### src/rtl/mem_ctrl_if.sv
// Bundle of host-side and common-bus signals for mem_ctrl.
// master: the environment (host + common bus); slave: the controller.
interface mem_ctrl_if #(
   parameter int ADDR_BITCOUNT = 64,
   parameter int WORD_SIZE     = 32,
   parameter int CL_SIZE_WIDTH = 512
) ();

   logic                     host_init;
   logic                     host_rd_ready;
   logic                     host_wr_ready;
   logic [1:0]               op;
   logic [ADDR_BITCOUNT-1:0] raw_address;
   logic [ADDR_BITCOUNT-1:0] address_offset;
   logic [WORD_SIZE-1:0]     common_data_bus_read_in;
   logic [WORD_SIZE-1:0]     common_data_bus_write_out;
   logic [CL_SIZE_WIDTH-1:0] host_data_bus_read_in;
   logic [CL_SIZE_WIDTH-1:0] host_data_bus_write_out;
   logic [ADDR_BITCOUNT-1:0] corrected_address;
   logic                     ready;
   logic                     tx_done;
   logic                     rd_valid;
   logic                     host_re;
   logic                     host_we;

   modport master (
      output host_init,
      output host_rd_ready,
      output host_wr_ready,
      output op,
      output raw_address,
      output address_offset,
      output common_data_bus_read_in,
      output host_data_bus_read_in,
      input  common_data_bus_write_out,
      input  host_data_bus_write_out,
      input  corrected_address,
      input  ready,
      input  tx_done,
      input  rd_valid,
      input  host_re,
      input  host_we
   );

   modport slave (
      input  host_init,
      input  host_rd_ready,
      input  host_wr_ready,
      input  op,
      input  raw_address,
      input  address_offset,
      input  common_data_bus_read_in,
      input  host_data_bus_read_in,
      output common_data_bus_write_out,
      output host_data_bus_write_out,
      output corrected_address,
      output ready,
      output tx_done,
      output rd_valid,
      output host_re,
      output host_we
   );

endinterface

### src/rtl/mem_ctrl.sv
// Cache-line <-> word-serial bridge.
// Reads pop one line from the host and stream it out lowest word first;
// writes gather WORDS bus words into a line and hand it to the host.
//
// state   | meaning
// --------+-----------------------------------------------------------
// STARTUP | after reset, waiting for host_init
// READY   | idle, ready=1, op sampled here only
// RD_REQ  | waiting for host_rd_ready, host_re mirrors it
// FILL_RD | streaming line_buffer out one word per cycle (rd_valid=1)
// FILL_WR | capturing one bus word per cycle into line_buffer
// WR_REQ  | line presented to host, waiting for host_wr_ready
module mem_ctrl #(
   parameter int ADDR_BITCOUNT = 64,
   parameter int WORD_SIZE     = 32,
   parameter int CL_SIZE_WIDTH = 512
) (
   input logic       clk,
   input logic       rst,
   mem_ctrl_if.slave bus
);

   localparam int WORDS = CL_SIZE_WIDTH / WORD_SIZE;
   localparam int CNT_W = $clog2(WORDS);
   localparam logic [CNT_W-1:0] CNT_LAST = CNT_W'(WORDS - 1);

   localparam logic [1:0] OP_READ  = 2'b01;
   localparam logic [1:0] OP_WRITE = 2'b11;

   localparam logic [2:0] STARTUP = 3'd0;
   localparam logic [2:0] READY   = 3'd1;
   localparam logic [2:0] RD_REQ  = 3'd2;
   localparam logic [2:0] FILL_RD = 3'd3;
   localparam logic [2:0] FILL_WR = 3'd4;
   localparam logic [2:0] WR_REQ  = 3'd5;

   logic [2:0]               state;
   logic [2:0]               state_nxt;
   logic [CNT_W-1:0]         cnt;
   logic [CL_SIZE_WIDTH-1:0] line_buffer;
   logic [WORD_SIZE-1:0]     cur_word;
   logic                     last_word;

   assign last_word = (cnt == CNT_LAST);
   assign cur_word  = line_buffer[int'(cnt) * WORD_SIZE +: WORD_SIZE];

   // Carry out of the top bit is intentionally dropped (mod 2^ADDR_BITCOUNT).
   assign bus.corrected_address = bus.raw_address + bus.address_offset;

   // Next-state decode; the read/write mode lives in which FILL state is taken.
   always_comb begin
      state_nxt = state;
      case (state)
         STARTUP: if (bus.host_init) state_nxt = READY;
         READY: begin
            if (bus.op == OP_READ)       state_nxt = RD_REQ;
            else if (bus.op == OP_WRITE) state_nxt = FILL_WR;
         end
         RD_REQ:  if (bus.host_rd_ready) state_nxt = FILL_RD;
         FILL_RD: if (last_word)         state_nxt = READY;
         FILL_WR: if (last_word)         state_nxt = WR_REQ;
         WR_REQ:  if (bus.host_wr_ready) state_nxt = READY;
         default:                        state_nxt = STARTUP;
      endcase
   end

   // State register.
   always_ff @(posedge clk) begin
      if (rst) state <= STARTUP;
      else     state <= state_nxt;
   end

   // Word counter: cleared on entry to either FILL state, advances while filling.
   // It wraps back to zero naturally after the last word.
   always_ff @(posedge clk) begin
      if (rst) begin
         cnt <= '0;
      end else begin
         case (state)
            FILL_RD, FILL_WR: cnt <= cnt + 1'b1;
            default:          cnt <= '0;
         endcase
      end
   end

   // Line buffer: loaded whole from the host on a read, word by word on a write.
   always_ff @(posedge clk) begin
      if (rst) begin
         line_buffer <= '0;
      end else if (state == RD_REQ && bus.host_rd_ready) begin
         line_buffer <= bus.host_data_bus_read_in;
      end else if (state == FILL_WR) begin
         line_buffer[int'(cnt) * WORD_SIZE +: WORD_SIZE] <= bus.common_data_bus_read_in;
      end
   end

   // Outputs are pure decodes of state so reset forces every strobe low.
   assign bus.ready                     = (state == READY);
   assign bus.host_re                   = (state == RD_REQ) && bus.host_rd_ready;
   assign bus.host_we                   = (state == WR_REQ) && bus.host_wr_ready;
   assign bus.rd_valid                  = (state == FILL_RD);
   assign bus.common_data_bus_write_out = (state == FILL_RD) ? cur_word : '0;
   assign bus.host_data_bus_write_out   = line_buffer;
   assign bus.tx_done                   = ((state == FILL_RD) && last_word) ||
                                          ((state == WR_REQ) && bus.host_wr_ready);

endmodule

### src/flat_wrapper.sv
// flat-port wrapper written by rule: the top's interface ports become plain ports
module mem_ctrl_flat 
#(
   parameter int ADDR_BITCOUNT = 64,
   parameter int WORD_SIZE     = 32,
   parameter int CL_SIZE_WIDTH = 512
)
  (clk, rst, bus_host_init, bus_host_rd_ready, bus_host_wr_ready, bus_op, bus_raw_address, bus_address_offset, bus_common_data_bus_read_in, bus_host_data_bus_read_in, bus_common_data_bus_write_out, bus_host_data_bus_write_out, bus_corrected_address, bus_ready, bus_tx_done, bus_rd_valid, bus_host_re, bus_host_we);
  mem_ctrl_if #(.ADDR_BITCOUNT(ADDR_BITCOUNT), .WORD_SIZE(WORD_SIZE), .CL_SIZE_WIDTH(CL_SIZE_WIDTH)) bus_i ();
  input logic clk;
  input logic rst;
  input wire logic [$bits(bus_i.host_init)-1:0] bus_host_init;
  input wire logic [$bits(bus_i.host_rd_ready)-1:0] bus_host_rd_ready;
  input wire logic [$bits(bus_i.host_wr_ready)-1:0] bus_host_wr_ready;
  input wire logic [$bits(bus_i.op)-1:0] bus_op;
  input wire logic [$bits(bus_i.raw_address)-1:0] bus_raw_address;
  input wire logic [$bits(bus_i.address_offset)-1:0] bus_address_offset;
  input wire logic [$bits(bus_i.common_data_bus_read_in)-1:0] bus_common_data_bus_read_in;
  input wire logic [$bits(bus_i.host_data_bus_read_in)-1:0] bus_host_data_bus_read_in;
  output wire logic [$bits(bus_i.common_data_bus_write_out)-1:0] bus_common_data_bus_write_out;
  output wire logic [$bits(bus_i.host_data_bus_write_out)-1:0] bus_host_data_bus_write_out;
  output wire logic [$bits(bus_i.corrected_address)-1:0] bus_corrected_address;
  output wire logic [$bits(bus_i.ready)-1:0] bus_ready;
  output wire logic [$bits(bus_i.tx_done)-1:0] bus_tx_done;
  output wire logic [$bits(bus_i.rd_valid)-1:0] bus_rd_valid;
  output wire logic [$bits(bus_i.host_re)-1:0] bus_host_re;
  output wire logic [$bits(bus_i.host_we)-1:0] bus_host_we;
  assign bus_i.host_init = bus_host_init;
  assign bus_i.host_rd_ready = bus_host_rd_ready;
  assign bus_i.host_wr_ready = bus_host_wr_ready;
  assign bus_i.op = bus_op;
  assign bus_i.raw_address = bus_raw_address;
  assign bus_i.address_offset = bus_address_offset;
  assign bus_i.common_data_bus_read_in = bus_common_data_bus_read_in;
  assign bus_i.host_data_bus_read_in = bus_host_data_bus_read_in;
  assign bus_common_data_bus_write_out = bus_i.common_data_bus_write_out;
  assign bus_host_data_bus_write_out = bus_i.host_data_bus_write_out;
  assign bus_corrected_address = bus_i.corrected_address;
  assign bus_ready = bus_i.ready;
  assign bus_tx_done = bus_i.tx_done;
  assign bus_rd_valid = bus_i.rd_valid;
  assign bus_host_re = bus_i.host_re;
  assign bus_host_we = bus_i.host_we;
  mem_ctrl #(.ADDR_BITCOUNT(ADDR_BITCOUNT), .WORD_SIZE(WORD_SIZE), .CL_SIZE_WIDTH(CL_SIZE_WIDTH)) u_core (.clk(clk), .rst(rst), .bus(bus_i));
endmodule
### config.mk
export PLATFORM = sky130hd
export DESIGN_NAME = mem_ctrl_flat
export DESIGN_NICKNAME = d
export VERILOG_FILES = /design/src/rtl/mem_ctrl_if.sv /design/src/rtl/mem_ctrl.sv /design/src/flat_wrapper.sv
export SDC_FILE = /design/constraint.sdc
export NUM_CORES = 2
export LEC_CHECK = 0
export CAP_MARGIN = 0
export CORE_AREA = 3 3 508 510
export DETAILED_ROUTE_END_ITERATION = 6
export DIE_AREA = 0 0 511 513
export DONT_BUFFER_PORTS = 1
export PLACE_DENSITY = 0.3
export RECOVER_POWER = 100
export SYNTH_ARGS = -nofsm -noshare
export SYNTH_HDL_FRONTEND = slang
export SYNTH_SLANG_ARGS = --single-unit
### constraint.sdc
create_clock -name clk -period 7.5 [get_ports clk]
set_clock_uncertainty 0.15 [all_clocks]
set_input_delay 0.75 -clock clk [delete_from_list [all_inputs] [get_ports clk]]
set_output_delay 0.75 -clock clk [all_outputs]
set_load 0.01 [all_outputs]
==> summary.txt <==
Status
  • Outcome: finished, violations left
  • Failing checks: design-rule violations, max-capacitance violations, max-slew violations

Floorplan
  • Io pins: 1292
  • Initial Util: 11.4%
  • Die X: 511 µm
  • Row cnt: 185
  • Die Area: 0.262 mm²
  • Chip Height: 513 µm
  • Core area: 0.254 mm²

Cells and area
  • Fin nets: 4073
  • Final core utilization: 14.3%
  • Layout cells sized above 1: 10.6%
  • Syn-to-layout area delta: 25.0%
  • Cell Count, Final, Fillers Out: 6792

Drt
  • Antenna-violating nets left: 0
  • Wirelength, routed: 261000 µm
  • DR vias: 30900
  • Vias per Instance: 4.55
  • Post-DR wirelength/cell: 38.4 µm
  • DR pass1 iterations: 7
  • DRC violation count after routing: 5
  • DRT iter0 DRCs: 3637

Worst setup path
  • Crit-path most repeated cell: inv_1
  • Worst EP required: 7.92 ns
  • Worst path slowest cell: clkbuf_2
  • Crit path cell chain: inv_1 > ha_1 > inv_1 > nor3_1 > nand2_1 > nor2_1 > clkbuf_2 > a32oi_1 > a21oi_1
  • Slowest stage delay, CP: 1.54 ns
  • Critical path class: flip-flop to flip-flop
  • Worst setup EP type: flip-flop
  • CP Launch Type: flip-flop
  • Arr. time, crit path: 6.87 ns
  • CP Max Fanout: 35

STA
  • Minimum clock period: 6.45 ns
  • TNS Setup: 0 ns
  • Final period utilization: 86.0%
  • Slew HR: -55.9%
  • RSZ-0062 raised after global routing: no
  • Hold Vio Cnt, Final: 0
  • Worst Slack Setup Final: 1.05 ns
  • Final max-slew violation count: 719
  • Max Clk Rate: 155 MHz
  • Worst-Margin Slew: 2.34 ns
  • Setup Viol. Count Final: 0

Global routing
  • Congestion Overflow GR: 0
  • First-pass GRT wire length: 332000 µm
  • Largest net degree at the start of global routing: 450
  • Vias in the first global route: 30100
  • Total global-route track usage: 18.9%
  • Initial antenna violation count: 99

Clock tree
  • CTS buffer count: 74
  • TritonCTS clock tree: built
  • # H-tree levels: 3
  • Root buf cell: clkbuf_16
  • Max Buffers Root-to-Sink: 3
  • Cts repair resizes: 0
  • Skew-Pair Late Insertion Delay: 0.68 ns
  • Clock Sinks: 519
  • Clock transition at path regs: 0.06 ns

Synth
  • Async S/R FF share, synth: 0%
  • Synth Area per Inst: 8.56 µm²
  • Seq cells post-synth: 519
  • Top_reg_cell synth: dfxtp_1
  • Area share of the largest cell type after synthesis: 35.8%
  • Area of the mapped netlist: 0.0291 mm²
  • Most common cell in the netlist: nand2_1
  • Post-Syn Instances: 3396
  • Synth top cells by count: nand2_1 (540), dfxtp_1 (519), a21oi_1 (443)
  • Synth cell types: 75
  • Seq/Total Area, Yosys: 35.8%
  • Post-synth EDFFs: 0
  • Leading area contributor after synthesis: dfxtp_1
  • Number of synthesis warnings: 0
  • Post-synth net total: 4142
  • Area contributors post-synth: dfxtp_1 (36%), mux4_2 (12%), a21oi_1 (7.6%)

Power and ir drop
  • Pwr per Cell Area: 208 mW/mm²
  • Worst vdd ir: 0.139 mV
  • Power Total: 0.00755 W
  • Lkg Pwr: 10.6 nW

Placement
  • Final HPWL DP: 193000 µm
  • Placed Instances: 6481
  • Gp weighted congestion: 0.880
  • Post-Place Setup Slack: 2.51 ns
  • PortBufs: 0

Worst hold path
  • Worst min path class: input pin to flip-flop

Flow run
  • Max-Cap Viols: 19
## power breakdown
group | switching, W | total [W] | leakage (nW) | internal [W]
clock network | 0.00158 | 0.00377 | 1.18 | 0.00219
logic | 0.000551 | 0.000846 | 5.26 | 0.000295
registers | 0.000130 | 0.00294 | 4.19 | 0.00281
## cell type report
class,count,area (µm²)
repair buffers,205,1830
well taps,3366,4210
clock buffers,114,2150
fillers,29000,218000
clock inverters,18,304
diodes,43,108
multi-input cells,2501,17200
flip-flops and latches,519,10400
inverters,26,105
## through the flow
stage / hold WS [ns] / area (µm²)
6_report: 0.0970 / 36300
5_1_grt: 0.0263 / 36300
4_1_cts: 0.000348 / 36500
3_5_place_dp: 0.361 / 32700
3_3_place_gp: 0.356 / 32700
2_1_floorplan: 0.335 / 29100
## metal layers
metal  vias to the layer above  track usage, %  part of all wire, %
met5                         -               0                0.016
met3                       381            6.63                  9.9
met1                     15900            22.5                   39
met4                         6            8.31                  4.5
li1                      12600               -                    -
met2                      2083            30.8                   46
## layout by cell type (no fill, tap or decap), types with 37 or more instances in the layout
cell / Yosys / layout
a211oi_1: 74 / 75
a21o_1: 37 / 37
a21oi_1: 443 / 444
a22oi_1: 293 / 293
a31oi_1: 89 / 91
a32oi_1: 68 / 68
buf_4: 6 / 40
clkbuf_1: 292 / 43
clkbuf_16: 0 / 75
dfxtp_1: 519 / 516
diode_2: 0 / 43
dlygate4sd3_1: 0 / 135
ha_1: 66 / 66
mux4_2: 160 / 160
nand2_1: 540 / 541
nand3_1: 146 / 146
nor2_1: 194 / 180
nor2b_1: 45 / 45
nor3_1: 68 / 68
o21ai_0: 35 / 40
xnor2_1: 37 / 37
## critical path, delay by kind of cell (launching register included)
| family | cells | cell delay [ns] |
|---|---|---|
| simple gates | 3 | 0.99 |
| fa+ha+maj | 1 | 0.82 |
| flops | 1 | 1.44 |
| compound gates | 2 | 0.99 |
| buf+inv | 3 | 1.81 |
## what timing repair did
action / CTS / global route
buffers inserted: 0 / 0
endpoints found under the hold margin: 163 / 0
hold buffers: 136 / 0
## state kept, by name, indices dropped and copies added, names as in the netlist
name                                cells
u_core.state                            3
u_core.bus.host_data_bus_write_out    512
u_core.cnt                              4
## cell families after synthesis
family,after synthesis,synth area share (%)
DFF,519,35.8
AOI/OAI and AO/OA,1123,25.3
buffers and inverters,376,5.08
and+or+nand+nor,1065,15.8
muxes,184,13.2
adders and majority gates,67,2.91
xor gates and xnor gates,62,1.87
## worst paths after layout
check | slack (ns) | cells after the start | start | end
setup / recovery | 1.05 | 9 | u_core.cnt[1]$_SDFF_PP0_ | u_core.bus.host_data_bus_write_out[202]$_SDFFE_PP0P_
hold / removal | 0.1 | 2 | bus_common_data_bus_read_in[30] | u_core.bus.host_data_bus_write_out[510]$_SDFFE_PP0P_
setup reg to reg | 1.05 | 9 | u_core.cnt[1]$_SDFF_PP0_ | u_core.bus.host_data_bus_write_out[202]$_SDFFE_PP0P_
hold reg to reg | 0.37 | 2 | u_core.bus.host_data_bus_write_out[363]$_SDFFE_PP0P_ | u_core.bus.host_data_bus_write_out[363]$_SDFFE_PP0P_
No activity file was read; power rests on OpenSTA's default activity.
